File: src/rtl/fetch_pkg.sv
// fetch_pkg: shared types and constants for the instruction fetch controller.
//   fetch_state_e     - fetch FSM state (IDLE / BUSY / SQUASH)
//   RESET_PC_DEFAULT  - default first fetch address after reset
//   NOP               - instruction word loaded when the IF/ID entry is flushed
//   INSTR_W           - instruction word width
package fetch_pkg;

    localparam int unsigned INSTR_W          = 32;
    localparam logic [31:0] RESET_PC_DEFAULT = 32'h0000_0000;
    localparam logic [31:0] NOP              = 32'h0000_0000;

    typedef enum logic [1:0] {
        ST_IDLE,   // no request outstanding
        ST_BUSY,   // request outstanding, returned data is kept
        ST_SQUASH  // request outstanding, returned data is discarded
    } fetch_state_e;

endpackage

File: src/rtl/fetch_ctrl_if.sv
// fetch_ctrl_if: instruction memory request/response bus.
//   imem_req   - request valid, held with imem_addr until imem_ready
//   imem_addr  - word-aligned request address
//   imem_ready - memory accepts the request and returns data this cycle
//   imem_rdata - instruction word, valid in the transfer cycle
// master: fetch controller side; slave: memory side.
interface fetch_ctrl_if
    import fetch_pkg::*;
#(
    parameter int unsigned ADDR_W = 32
);
    logic               imem_req;
    logic [ADDR_W-1:0]  imem_addr;
    logic               imem_ready;
    logic [INSTR_W-1:0] imem_rdata;

    modport master (
        output imem_req,
        output imem_addr,
        input  imem_ready,
        input  imem_rdata
    );

    modport slave (
        input  imem_req,
        input  imem_addr,
        output imem_ready,
        output imem_rdata
    );
endinterface

File: src/rtl/fetch_buf.sv
// fetch_buf: two-entry instruction/PC buffer (output register + skid entry).
//   clk_i, rst_ni           - clock, asynchronous active-low reset
//   push_i, push_*_i        - returned instruction and its address
//   pop_i                   - head entry consumed this edge
//   clear_i                 - invalidate both entries (has priority)
//   count_o                 - occupied entries (0..2)
//   head_*_o                - output register contents (IF/ID view)
module fetch_buf
    import fetch_pkg::*;
#(
    parameter int unsigned ADDR_W = 32
) (
    input  logic               clk_i,
    input  logic               rst_ni,
    input  logic               push_i,
    input  logic [INSTR_W-1:0] push_instr_i,
    input  logic [ADDR_W-1:0]  push_pc_i,
    input  logic               pop_i,
    input  logic               clear_i,
    output logic [1:0]         count_o,
    output logic               head_valid_o,
    output logic [INSTR_W-1:0] head_instr_o,
    output logic [ADDR_W-1:0]  head_pc_o,
    output logic [ADDR_W-1:0]  head_pc4_o
);

    logic               h_valid_q, h_valid_d;
    logic [INSTR_W-1:0] h_instr_q, h_instr_d;
    logic [ADDR_W-1:0]  h_pc_q, h_pc_d;
    logic [ADDR_W-1:0]  h_pc4_q, h_pc4_d;
    logic               s_valid_q, s_valid_d;
    logic [INSTR_W-1:0] s_instr_q, s_instr_d;
    logic [ADDR_W-1:0]  s_pc_q, s_pc_d;

    // The skid entry is only ever occupied while the head is, so a pop
    // always refills the head from the skid first, then from the push.
    always_comb begin
        h_valid_d = h_valid_q;
        h_instr_d = h_instr_q;
        h_pc_d    = h_pc_q;
        h_pc4_d   = h_pc4_q;
        s_valid_d = s_valid_q;
        s_instr_d = s_instr_q;
        s_pc_d    = s_pc_q;

        if (clear_i) begin
            h_valid_d = 1'b0;
            s_valid_d = 1'b0;
            h_instr_d = NOP;
        end else if (pop_i && h_valid_q) begin
            if (s_valid_q) begin
                h_instr_d = s_instr_q;
                h_pc_d    = s_pc_q;
                h_pc4_d   = s_pc_q + ADDR_W'(4);
                s_valid_d = push_i;
                if (push_i) begin
                    s_instr_d = push_instr_i;
                    s_pc_d    = push_pc_i;
                end
            end else if (push_i) begin
                h_instr_d = push_instr_i;
                h_pc_d    = push_pc_i;
                h_pc4_d   = push_pc_i + ADDR_W'(4);
            end else begin
                h_valid_d = 1'b0;
            end
        end else if (push_i) begin
            if (!h_valid_q) begin
                h_valid_d = 1'b1;
                h_instr_d = push_instr_i;
                h_pc_d    = push_pc_i;
                h_pc4_d   = push_pc_i + ADDR_W'(4);
            end else begin
                s_valid_d = 1'b1;
                s_instr_d = push_instr_i;
                s_pc_d    = push_pc_i;
            end
        end
    end

    always_ff @(posedge clk_i or negedge rst_ni) begin
        if (!rst_ni) begin
            h_valid_q <= 1'b0;
            h_instr_q <= '0;
            h_pc_q    <= '0;
            h_pc4_q   <= '0;
            s_valid_q <= 1'b0;
            s_instr_q <= '0;
            s_pc_q    <= '0;
        end else begin
            h_valid_q <= h_valid_d;
            h_instr_q <= h_instr_d;
            h_pc_q    <= h_pc_d;
            h_pc4_q   <= h_pc4_d;
            s_valid_q <= s_valid_d;
            s_instr_q <= s_instr_d;
            s_pc_q    <= s_pc_d;
        end
    end

    assign count_o      = {1'b0, h_valid_q} + {1'b0, s_valid_q};
    assign head_valid_o = h_valid_q;
    assign head_instr_o = h_instr_q;
    assign head_pc_o    = h_pc_q;
    assign head_pc4_o   = h_pc4_q;

endmodule

File: src/rtl/fetch_ctrl.sv
// fetch_ctrl: instruction fetch controller with branch redirect/squash.
//   clk, rst        - clock, asynchronous active-low reset
//   stall           - decode not accepting; IF outputs held
//   PCSrc, PCBranch - taken branch/jump pulse and its target
//   imem            - instruction memory bus (master side)
//   instr_valid, instr, pc_addr, pcplus4_addr - IF/ID entry
//   flush_ifid      - one-cycle pulse after a redirect
//   misalign        - one-cycle pulse when the redirect target was unaligned
module fetch_ctrl
    import fetch_pkg::*;
#(
    parameter int unsigned       ADDR_W   = 32,
    parameter logic [ADDR_W-1:0] RESET_PC = ADDR_W'(RESET_PC_DEFAULT)
) (
    input  logic               clk,
    input  logic               rst,
    input  logic               stall,
    input  logic               PCSrc,
    input  logic [ADDR_W-1:0]  PCBranch,
    fetch_ctrl_if.master       imem,
    output logic               instr_valid,
    output logic [INSTR_W-1:0] instr,
    output logic [ADDR_W-1:0]  pc_addr,
    output logic [ADDR_W-1:0]  pcplus4_addr,
    output logic               flush_ifid,
    output logic               misalign
);

    fetch_state_e      state_q, state_d;
    logic [ADDR_W-1:0] addr_q, addr_d;   // outstanding request address
    logic [ADDR_W-1:0] pc_q, pc_d;       // next address to issue
    logic              flush_q, flush_d;
    logic              mis_q, mis_d;

    logic              transfer;
    logic              pop;
    logic              push;
    logic              clear;
    logic [1:0]        buf_count;
    logic [2:0]        occ_after_pop;
    logic              room_idle;
    logic              room_busy;
    logic [ADDR_W-1:0] target;

    assign imem.imem_req  = (state_q != ST_IDLE);
    assign imem.imem_addr = addr_q;
    assign transfer       = imem.imem_req && imem.imem_ready;
    assign pop            = instr_valid && !stall;
    assign target         = {PCBranch[ADDR_W-1:2], 2'b00};

    // Issue only while entries + outstanding requests stay within the two
    // storage slots, judged on the occupancy after this edge so that a
    // zero-wait memory with a consuming decoder sustains one fetch per cycle.
    assign occ_after_pop = {1'b0, buf_count} - {2'b00, pop};
    assign room_idle     = (occ_after_pop < 3'd2);
    assign room_busy     = (occ_after_pop < 3'd1);

    always_comb begin
        state_d = state_q;
        addr_d  = addr_q;
        pc_d    = pc_q;
        flush_d = 1'b0;
        mis_d   = 1'b0;
        push    = 1'b0;
        clear   = 1'b0;

        if (PCSrc) begin
            clear   = 1'b1;
            flush_d = 1'b1;
            mis_d   = |PCBranch[1:0];
            if (state_q == ST_IDLE || transfer) begin
                state_d = ST_BUSY;
                addr_d  = target;
                pc_d    = target + ADDR_W'(4);
            end else begin
                // Request cannot be withdrawn; park the target until it lands.
                state_d = ST_SQUASH;
                pc_d    = target;
            end
        end else begin
            unique case (state_q)
                ST_IDLE: begin
                    if (room_idle) begin
                        state_d = ST_BUSY;
                        addr_d  = pc_q;
                        pc_d    = pc_q + ADDR_W'(4);
                    end
                end
                ST_BUSY: begin
                    if (transfer) begin
                        push = 1'b1;
                        if (room_busy) begin
                            addr_d = pc_q;
                            pc_d   = pc_q + ADDR_W'(4);
                        end else begin
                            state_d = ST_IDLE;
                        end
                    end
                end
                ST_SQUASH: begin
                    if (transfer) begin
                        state_d = ST_BUSY;
                        addr_d  = pc_q;
                        pc_d    = pc_q + ADDR_W'(4);
                    end
                end
                default: state_d = ST_IDLE;
            endcase
        end
    end

    always_ff @(posedge clk or negedge rst) begin
        if (!rst) begin
            state_q <= ST_IDLE;
            addr_q  <= RESET_PC;
            pc_q    <= RESET_PC;
            flush_q <= 1'b0;
            mis_q   <= 1'b0;
        end else begin
            state_q <= state_d;
            addr_q  <= addr_d;
            pc_q    <= pc_d;
            flush_q <= flush_d;
            mis_q   <= mis_d;
        end
    end

    fetch_buf #(
        .ADDR_W (ADDR_W)
    ) u_buf (
        .clk_i        (clk),
        .rst_ni       (rst),
        .push_i       (push),
        .push_instr_i (imem.imem_rdata),
        .push_pc_i    (addr_q),
        .pop_i        (pop),
        .clear_i      (clear),
        .count_o      (buf_count),
        .head_valid_o (instr_valid),
        .head_instr_o (instr),
        .head_pc_o    (pc_addr),
        .head_pc4_o   (pcplus4_addr)
    );

    assign flush_ifid = flush_q;
    assign misalign   = mis_q;

endmodule
File: src/flat_wrapper.sv
// flat-port wrapper written by rule: the top's interface ports become plain ports
module fetch_ctrl_flat import fetch_pkg::*;
#(
    parameter int unsigned       ADDR_W   = 32,
    parameter logic [ADDR_W-1:0] RESET_PC = ADDR_W'(RESET_PC_DEFAULT)
)
  (clk, rst, stall, PCSrc, PCBranch, instr_valid, instr, pc_addr, pcplus4_addr, flush_ifid, misalign, imem_imem_req, imem_imem_addr, imem_imem_ready, imem_imem_rdata);
  fetch_ctrl_if #(.ADDR_W(ADDR_W)) imem_i ();
  input  logic clk;
  input  logic rst;
  input  logic stall;
  input  logic PCSrc;
  input  logic [ADDR_W-1:0] PCBranch;
  output logic instr_valid;
  output logic [INSTR_W-1:0] instr;
  output logic [ADDR_W-1:0] pc_addr;
  output logic [ADDR_W-1:0] pcplus4_addr;
  output logic flush_ifid;
  output logic misalign;
  output wire logic [$bits(imem_i.imem_req)-1:0] imem_imem_req;
  output wire logic [$bits(imem_i.imem_addr)-1:0] imem_imem_addr;
  input wire logic [$bits(imem_i.imem_ready)-1:0] imem_imem_ready;
  input wire logic [$bits(imem_i.imem_rdata)-1:0] imem_imem_rdata;
  assign imem_imem_req = imem_i.imem_req;
  assign imem_imem_addr = imem_i.imem_addr;
  assign imem_i.imem_ready = imem_imem_ready;
  assign imem_i.imem_rdata = imem_imem_rdata;
  fetch_ctrl #(.ADDR_W(ADDR_W), .RESET_PC(RESET_PC)) u_core (.clk(clk), .rst(rst), .stall(stall), .PCSrc(PCSrc), .PCBranch(PCBranch), .imem(imem_i), .instr_valid(instr_valid), .instr(instr), .pc_addr(pc_addr), .pcplus4_addr(pcplus4_addr), .flush_ifid(flush_ifid), .misalign(misalign));
endmodule
File: config.mk
export PLATFORM = sky130hd
export DESIGN_NAME = fetch_ctrl_flat
export DESIGN_NICKNAME = d
export VERILOG_FILES = /design/src/rtl/fetch_pkg.sv /design/src/rtl/fetch_ctrl_if.sv /design/src/rtl/fetch_buf.sv /design/src/rtl/fetch_ctrl.sv /design/src/flat_wrapper.sv
export SDC_FILE = /design/constraint.sdc
export NUM_CORES = 1
export LEC_CHECK = 0
export CORE_MARGIN = 4
export CORE_UTILIZATION = 54
export DETAILED_ROUTE_END_ITERATION = 10
export PLACE_DENSITY = 0.89
export SLEW_MARGIN = 30
export SYNTH_ARGS = -nofsm -noshare
export SYNTH_HDL_FRONTEND = slang
export SYNTH_SLANG_ARGS = --single-unit
File: constraint.sdc
create_clock -name clk -period 3.5 [get_ports clk]
set_input_delay 0.35 -clock clk [delete_from_list [all_inputs] [get_ports clk]]
set_output_delay 0.35 -clock clk [all_outputs]
set_load 0.005 [all_outputs]
==> results.toml, run 1 <==
[placement]
io_buffers = 200
dpl.hpwl_um = 23800
place.gp.congestion = 0.924

[floorplan]
die-area_um2 = 24900
pin_count = 201
die_h_um = 158
initial_core_util_pct = 55.1
rows = 54
die_x_um = 158
core_area_um2 = 22000

[sta]
setup_tns_ns = 0
slew_violations = 0
slew_headroom_pct = 43.1
fin_crit_sh_pct = 80.4
clock.fmax_ghz = 0.355
period_needed_ns = 2.82
hold_viol = 0
finClkSkew_ns = 0.0346
tightest_slew_ns = 0.850
rsz0062_at_grt = "no"
setup_violations = 0

[power_and_ir_drop]
ir_drop_v = 0.000279
power_density_nw_per_um2 = 627
leakage_uw = 0.00621

[detailed_routing]
drc = 0
drt-initial-drc-count = 1021
drtAntennaViolNets = 0
drt_first_pass_iters = 7
routed_wl_um = 33800
routedWlPerCell_um = 19.6
vias_per_cell = 6.12
num_vias = 10600

[yosys]
avgSynthCellArea_um2 = 9.43
syn_area_um2 = 12100
syn-num-nets = 1360
synth_seq_cells = 223
syn_inst = 1284
synth_edf_count = 0
synthArstFlopShare_pct = 100
synth-warning-count = 0
synth_ff_type = "dfrtp_1"
seq_area_frac_synth_pct = 46.1
synthDistinctLibCells = 64

[clock_tree]
clock_sinks = 223
cts_resized = 0
cts-buffers-inserted = 24
path_clk_slew_ns = 0.06
clock_latency_ns = 0.52
ctsHtreeMaxLevel = 1
cts_buffer_depth = 3
clockRootBuffer = "clkbuf_16"
cts_tree = "yes"

[worst_setup_path]
crit_type = "flop to flop"
cp.arrival_ns = 3.22
reg2reg_depth = 9
worstPathRequired_ns = 3.90
setup.worst_path.start_class = "flop"
critical_path.max_fanout = 15
endpoint_kind = "flop"

[cells_and_area]
diodes = 0
area_delta_synth_final_pct = 24.8
layout-drive-gt1-share_pct = 10.2
final_util_pct = 68.8
finalNetCount = 1509

[global_routing]
grt_pass1_vias = 10500
antenna_found_initial = 0
grt_max_degree = 95
grt_pass1_wl_um = 54900
grtUsageTotal_pct = 27.0
overflow = 0

[run_status]
outcome = "complete, no violations"

[min_path]
whs_path_depth = 1
hold_class = "primary input to flop"

[run]
maxCapViolCount = 0
[synthesized netlist by cell type (all sizes together) (17+ instances only)]
master  number  area (um2)
mux2        60         676
buf         25         133
inv         22        82.6
xor2        34         298
xnor2       59         517
nor4        17         113
a31oi       35         219
a311oi      32         280
dfrtp      223        5580
nor2        91         342
o21ai       62         314
mux2i       62         621
nor3        27         135
nand2      237         890
clkbuf      76         287
nand4       31         215
nand3       40         200
[placed cells by master (no fill, tap or decap), types with 14 or more instances in the layout]
| master | count |
|---|---|
| nand2_1 | 237 |
| dfrtp_1 | 223 |
| clkdlybuf4s50_1 | 198 |
| nor2_1 | 91 |
| mux2i_1 | 62 |
| mux2_2 | 60 |
| xnor2_1 | 59 |
| o21ai_0 | 56 |
| nand3_1 | 40 |
| a31oi_1 | 35 |
| xor2_1 | 34 |
| a311oi_1 | 32 |
| nand4_1 | 29 |
| nor3_1 | 26 |
| clkbuf_16 | 25 |
| inv_1 | 22 |
| buf_4 | 21 |
| nor4_1 | 16 |
| a21oi_1 | 14 |
| and4_1 | 14 |
| and3_1 | 14 |
[area by class of cell]
| type | count | area (um2) |
|---|---|---|
| timing repair buffer | 224 | 2220 |
| fill | 1562 | 6850 |
| multi-input combinational | 938 | 6060 |
| sequential | 223 | 5580 |
| clock inverter | 14 | 130 |
| clock buffer | 30 | 684 |
| tap | 280 | 350 |
| inverter | 22 | 82.6 |
[power breakdown]
group          switching, uW  leakage [uW]  internal [uW]
Sequential               835       0.00276           3320
Clock                   1040      0.000410           1540
Combinational           1170       0.00304           1580
[kinds of logic (layout without fill, tap and decap cells)]
group           count (synthesis)  after routing  share of synthesized area, %
compound gates                209            209                          12.1
xor+xnor                       93             93                          6.73
fa+ha+maj                       7              7                         0.724
buf+inv                       123            290                          4.15
flops                         223            223                          46.1
mux                           122            122                          10.7
simple gates                  507            507                          19.5
[flip-flops by register name, indices dropped and copies added, names as in the netlist, 2 cells and up]
| name | count |
|---|---|
| u_core.u_buf.s_pc_q | 31 |
| u_core.u_buf.s_instr_q | 32 |
| u_core.u_buf.head_instr_o | 32 |
| u_core.state_q | 2 |
| u_core.u_buf.head_pc_o | 31 |
| u_core.u_buf.head_pc4_o | 30 |
| u_core.imem.imem_addr | 31 |
| u_core.pc_q | 30 |
[path summary, 6_finish.rpt]
kind,start,to,slack [ns]
setup / recovery,u_core.u_buf.head_valid_o,u_core.pc_q[26],0.68
hold / removal,PCSrc,u_core.flush_ifid,0.23
setup reg to reg,u_core.u_buf.head_valid_o,u_core.pc_q[26],0.68
hold reg to reg,u_core.u_buf.head_pc4_o[2],u_core.u_buf.head_pc4_o[2],0.48
max in group asynchronous,rst,u_core.u_buf.head_pc_o[29],2.13
min in group asynchronous,rst,u_core.pc_q[8],0.44
[through the flow]
stage / total power (uW) / cells / hold WS [ns] / setup slack (ns) / cell area (um2)
finish: 9470 / 1731 / 0.232 / 0.684 / 15100
floorplan: 5280 / 1284 / 0.0544 / 0.699 / 12100
detailed placement: 6900 / 1686 / 0.429 / 0.224 / 14300
global placement: 6740 / 1686 / 0.423 / 0.317 / 14300
global route: 9980 / 1731 / 0.235 / 0.398 / 15100
CTS: 9490 / 1731 / 0.226 / 0.689 / 15100
[worst max-delay path, cell delays in order (launching register included)]
cell,delay [ns]
dfrtp_1,0.33
nor2b_1,0.27
ha_1,0.29
inv_1,0.06
ha_1,0.24
and4bb_1,0.28
o21ai_2,0.22
a2111oi_0,0.71
and4_1,0.28
nor3_1,0.05
[metal layers]
metal,global-route usage (%),share of wire [%]
met1,37.6,41
met2,43.0,47
met3,4.59,8.3
met4,9.38,3.3
met5,0,0
[what timing repair did]
item / in CTS / in global routing
hold buffers: 1 / 0
buffers inserted: 0 / 0
endpoints found under the hold margin: 91 / 0
(Power assumes the default switching activity.)
==> run 2: changes to the inputs <==
Settings changed: CORE_UTILIZATION 54 to 49, PLACE_DENSITY 0.89 to 0.85.
Clock period 3.5 ns to 2.3 ns, I/O delays scaled along.
==> results.toml, run 2 (synthesis results as in run 1) <==
[min_path]
hold_class = "primary input to flop"
whs_path_depth = 1

[floorplan]
initial_core_util_pct = 49.8
die_h_um = 165
pin_count = 201
die-area_um2 = 27300
rows = 57
core_area_um2 = 24300
die_x_um = 165

[power_and_ir_drop]
pwr-share-clk_pct = 25.4
p_int_uw = 10100
p_comb_share_pct = 34.3
power_density_nw_per_um2 = 915
netSwitchingFraction_pct = 32.5
netSwitchingPower_uw = 4890
seqPwrFrac_pct = 40.3
leakage_uw = 0.00676
p_total_uw = 15000
ir_drop_v = 0.000558

[placement]
place_inst = 1819
io_buffers = 200
dpl.hpwl_um = 25700
place.gp.congestion = 0.930

[clock_tree]
path_clk_slew_ns = 0.07
cts_tree = "yes"
clock_sinks = 223
cts-buffers-inserted = 23
clockRootBuffer = "clkbuf_16"
ctsHtreeMaxLevel = 1
clock_latency_ns = 0.51
cts_buffer_depth = 3

[detailed_routing]
drt_first_pass_iters = 7
drtAntennaViolNets = 0
num_vias = 11200
drt-initial-drc-count = 1395
routedWlPerCell_um = 19.9
vias_per_cell = 6.01
routed_wl_um = 37100
drc = 0

[run_status]
outcome = "complete, but fails checks"
violations = "negative setup slack"

[sta]
fin_crit_sh_pct = 109
slew_violations = 0
period_needed_ns = 2.50
setup_violations = 59
clock.fmax_ghz = 0.399
finClkSkew_ns = 0.0119
tightest_slew_ns = 0.593
setup_tns_ns = -5.88
slew_headroom_pct = 60.5
hold_viol = 0
timing.final.ws_setup_ns = -0.204
rsz0062_at_grt = "yes"

[worst_setup_path]
reg2reg_depth = 11
critical_path.max_fanout = 12
crit_type = "flop to flop"
endpoint_kind = "flop"
path_common_cell = "ha_4"
path_cells = "nor2b_4 -> ha_4 -> inv_2 -> ha_4 -> xnor2_2 -> buf_4 -> a21boi_4 -> o31ai_4 -> clkbuf_16 -> nand2_1 -> o21ai_1"
setup.worst_path.start_class = "flop"
cp.arrival_ns = 2.93
regToRegSetupSlack_ns = -0.20
worstPathRequired_ns = 2.72
crit_slowest_cell = "o31ai_4"
max_stage_delay_ns = 0.51

[global_routing]
antenna_found_initial = 0
met3_usage_pct = 3.47
grt_pass1_vias = 10700
grtUsageTotal_pct = 25.8
busiest_layer = "met2"
grt_max_degree = 69
use_met2_pct = 42.4
overflow = 0
grt_pass1_wl_um = 57200
use_met1_pct = 35.4

[cells_and_area]
diodes = 0
finalNetCount = 1605
layout-drive-gt1-share_pct = 18.3
area_delta_synth_final_pct = 35.8
fill_cells = 1700
layout_commonest_cell = "nand2_1"
layout_common_cells = "nand2_1 (228), dfrtp_1 (223), clkdlybuf4s50_1 (198)"
fin_cells = 1867

[run]
maxCapViolCount = 0
[run 2: path summary, 6_finish.rpt]
path / start / to
setup / recovery: u_core.u_buf.head_valid_o / u_core.imem.imem_addr[27]
hold / removal: PCSrc / u_core.flush_ifid
setup reg to reg: u_core.u_buf.head_valid_o / u_core.imem.imem_addr[27]
hold reg to reg: u_core.u_buf.head_pc4_o[14] / u_core.u_buf.head_pc4_o[14]
max in group asynchronous: rst / u_core.u_buf.s_valid_q
min in group asynchronous: rst / u_core.u_buf.head_instr_o[24]
[run 2: repair_timing]
item	4_1_cts	5_1_grt
pin swaps	14	25
resized for setup	19	52
cloned	0	2
endpoints found under the hold margin	63	0
setup endpoints to repair	60	60
setup buffers	1	5
hold buffers	1	0
[run 2: area by class of cell]
class | instances | area, um2 | area share [%]
multi-input cells | 938 | 6420 | 39.1
flip-flops and latches | 223 | 5580 | 34.0
repair buffers | 321 | 3180 | 19.3
clock buffers | 30 | 632 | 3.85
well taps | 324 | 405 | 2.47
clock inverters | 9 | 129 | 0.784
inverters | 22 | 82.6 | 0.503
[run 2: power groups by stage]
| stage | combinational [uW] | sequential [uW] | clock, uW |
|---|---|---|---|
| 2_1_floorplan | 2210 | 5930 | 0 |
| 3_3_place_gp | 4690 | 6000 | 0 |
| 3_5_place_dp | 4860 | 6070 | 0 |
| 4_1_cts | 4950 | 6010 | 3840 |
| 5_1_grt | 5560 | 6200 | 4030 |
| 6_report | 5160 | 6060 | 3820 |
[run 2: metrics by stage]
| stage | hold slack, ns | util (%) | cell area, um2 | setup WS (ns) |
|---|---|---|---|---|
| CTS | 0.0211 | 66.7 | 16200 | -0.118 |
| floorplan | -0.0656 | - | 12300 | -0.230 |
| detailed placement | 0.228 | 63.1 | 15300 | -0.550 |
| global route | 0.0288 | 67.6 | 16400 | -0.281 |
| finish | 0.0376 | 67.6 | 16400 | -0.204 |
| global placement | 0.225 | 63.1 | 15300 | -0.491 |
[run 2: per-layer routing]
metal | routed length [um] | vias up
met1 | 14800 | 5495
met5 | 0 | -
li1 | - | 5039
met3 | 2980 | 86
met2 | 18000 | 597
met4 | 1280 | 0
[run 2: critical path: cells and delay by family, from the launching register on]
| family | cells | cell delay (ns) |
|---|---|---|
| AOI/OAI and AO/OA | 3 | 0.78 |
| xor gates and xnor gates | 1 | 0.14 |
| adders and majority gates | 2 | 0.41 |
| buffers and inverters | 3 | 0.49 |
| DFF | 1 | 0.39 |
| and+or+nand+nor | 2 | 0.22 |
==> run 3: changes to the inputs <==
Settings changed: CORE_UTILIZATION 49 to 40, PLACE_DENSITY 0.85 to 0.73.
==> results.toml, run 3 (synthesis results as in run 1) <==
[floorplan]
rows = 63
core_area_um2 = 29700
initial_core_util_pct = 40.7
die_h_um = 182
pin_count = 201
die_x_um = 182
die-area_um2 = 33100

[min_path]
hold_class = "primary input to flop"
whs_path_depth = 2
min_delay_worst_endpoint = "u_core.pc_q[23]"
min_from = "PCSrc"

[power_and_ir_drop]
netSwitchingPower_uw = 5100
netSwitchingFraction_pct = 32.9
seqPwrFrac_pct = 39.0
power_density_nw_per_um2 = 912
p_int_uw = 10400
p_comb_share_pct = 35.7
ir_drop_v = 0.000540
pwr-share-clk_pct = 25.3
leakage_uw = 0.00698

[global_routing]
use_met2_pct = 35.1
overflow = 0
grt_pass1_wl_um = 58900
grtUsageTotal_pct = 21.6
met3_usage_pct = 3.06
grt_pass1_vias = 10800
grt_max_degree = 69
antenna_found_initial = 0
use_met1_pct = 30.3
busiest_layer = "met2"

[worst_setup_path]
worstPathRequired_ns = 2.74
setup.worst_path.start_class = "flop"
rr_endpoint = "u_core.pc_q[21]"
regToRegSetupSlack_ns = -0.18
reg2reg_depth = 10
endpoint_kind = "flop"
cp.arrival_ns = 2.92
crit_type = "flop to flop"
critical_path.max_fanout = 3
r2r-start = "u_core.u_buf.head_valid_o"

[sta]
clock.fmax_ghz = 0.403
rsz0062_at_grt = "yes"
fin_crit_sh_pct = 108
finClkSkew_ns = 0.0212
slew_violations = 0
slew_headroom_pct = 65.2
timing.final.ws_setup_ns = -0.183
hold_viol = 0
tightest_slew_ns = 0.521
setup_violations = 52
period_needed_ns = 2.48

[cells_and_area]
layout_common_cells = "dfrtp_1 (223), nand2_1 (213), clkdlybuf4s50_1 (198)"
fill_cells = 2487
layout_commonest_cell = "dfrtp_1"
regArea_um2 = 5580
finalNetCount = 1636
area_delta_synth_final_pct = 40.1
final_util_pct = 57.1
diodes = 0
fin_cells = 1966
layout-drive-gt1-share_pct = 21.6
finalInstanceArea_um2 = 17000
multiInputGateArea_um2 = 6580

[clock_tree]
cts-buffers-inserted = 26
ctsHtreeMaxLevel = 1
clock_latency_ns = 0.53
clockRootBuffer = "clkbuf_16"
path_clk_slew_ns = 0.06
cts_tree = "yes"
cts_buffer_depth = 3
clock_sinks = 223

[placement]
dpl.hpwl_um = 26700
place_inst = 1900
io_buffers = 200
place.gp.congestion = 0.945
place_area_um2 = 15500

[run]
maxCapViolCount = 0

[detailed_routing]
drt_first_pass_iters = 5
vias_per_cell = 5.57
routed_wl_um = 38000
drc = 0
drtAntennaViolNets = 0
num_vias = 11000
routedWlPerCell_um = 19.3
drt-initial-drc-count = 879

[run_status]
violations = "negative setup slack"
outcome = "complete, but fails checks"
run 3: through the flow:
step / total power, uW / setup WS (ns) / hold slack, ns / setup TNS [ns]
after global routing: 16300 / -0.258 / 0.171 / -9.76
final: 15500 / -0.183 / 0.168 / -5.23
after floorplan: 8140 / -0.230 / -0.0656 / -9.48
after global placement: 10900 / -0.581 / 0.139 / -29.92
after CTS: 15300 / -0.137 / 0.126 / -3.92
after detailed placement: 11100 / -0.598 / 0.137 / -32.28
run 3: timing repair:
item	CTS	global route
setup buffers	10	1
gates cloned	4	6
endpoints found under the hold margin	121	0
hold buffers	1	0
endpoints found under the setup margin	60	61
resized for setup	55	74
pin swaps	23	30
run 3: routing by layer:
metal	wire length, um	vias to the layer above
li1	-	5101
met1	16300	5320
met2	17700	444
met3	2790	85
met4	1180	0
met5	0	-
run 3: worst max-delay path, stage by stage, from the launching register on:
cell	delay (ns)
dfrtp_1	0.38
nor2b_4	0.14
ha_4	0.26
inv_2	0.03
ha_4	0.21
and4bb_2	0.32
o21ai_4	0.08
buf_6	0.15
a21o_1	0.19
or4_4	0.44
a31oi_4	0.18
run 3: worst max path at each step:
stage / end / from / slack [ns]
detailed placement: u_core.pc_q[8] / stall / -0.60
global route: u_core.pc_q[21] / u_core.u_buf.head_valid_o / -0.26
CTS: u_core.pc_q[18] / u_core.u_buf.head_valid_o / -0.14
finish: u_core.pc_q[21] / u_core.u_buf.head_valid_o / -0.18
floorplan: u_core.pc_q[24] / u_core.u_buf.head_valid_o / -0.23
global placement: u_core.pc_q[19] / stall / -0.58
run 3: cell type report:
class,instances,share of cell area [%]
clock buffer,37,4.50
clock inverter,7,0.236
inverter,22,0.487
multi-input combinational,938,38.8
sequential,223,32.9
tap,390,2.88
timing repair buffer,349,20.2
run 3: power by group through the flow:
| stage | sequential [uW] | clock [uW] | combinational (uW) |
|---|---|---|---|
| floorplan | 5930 | 0 | 2210 |
| global placement | 6020 | 0 | 4900 |
| detailed placement | 6080 | 0 | 4990 |
| CTS | 6010 | 3990 | 5250 |
| global route | 6200 | 4150 | 5960 |
| finish | 6030 | 3920 | 5520 |
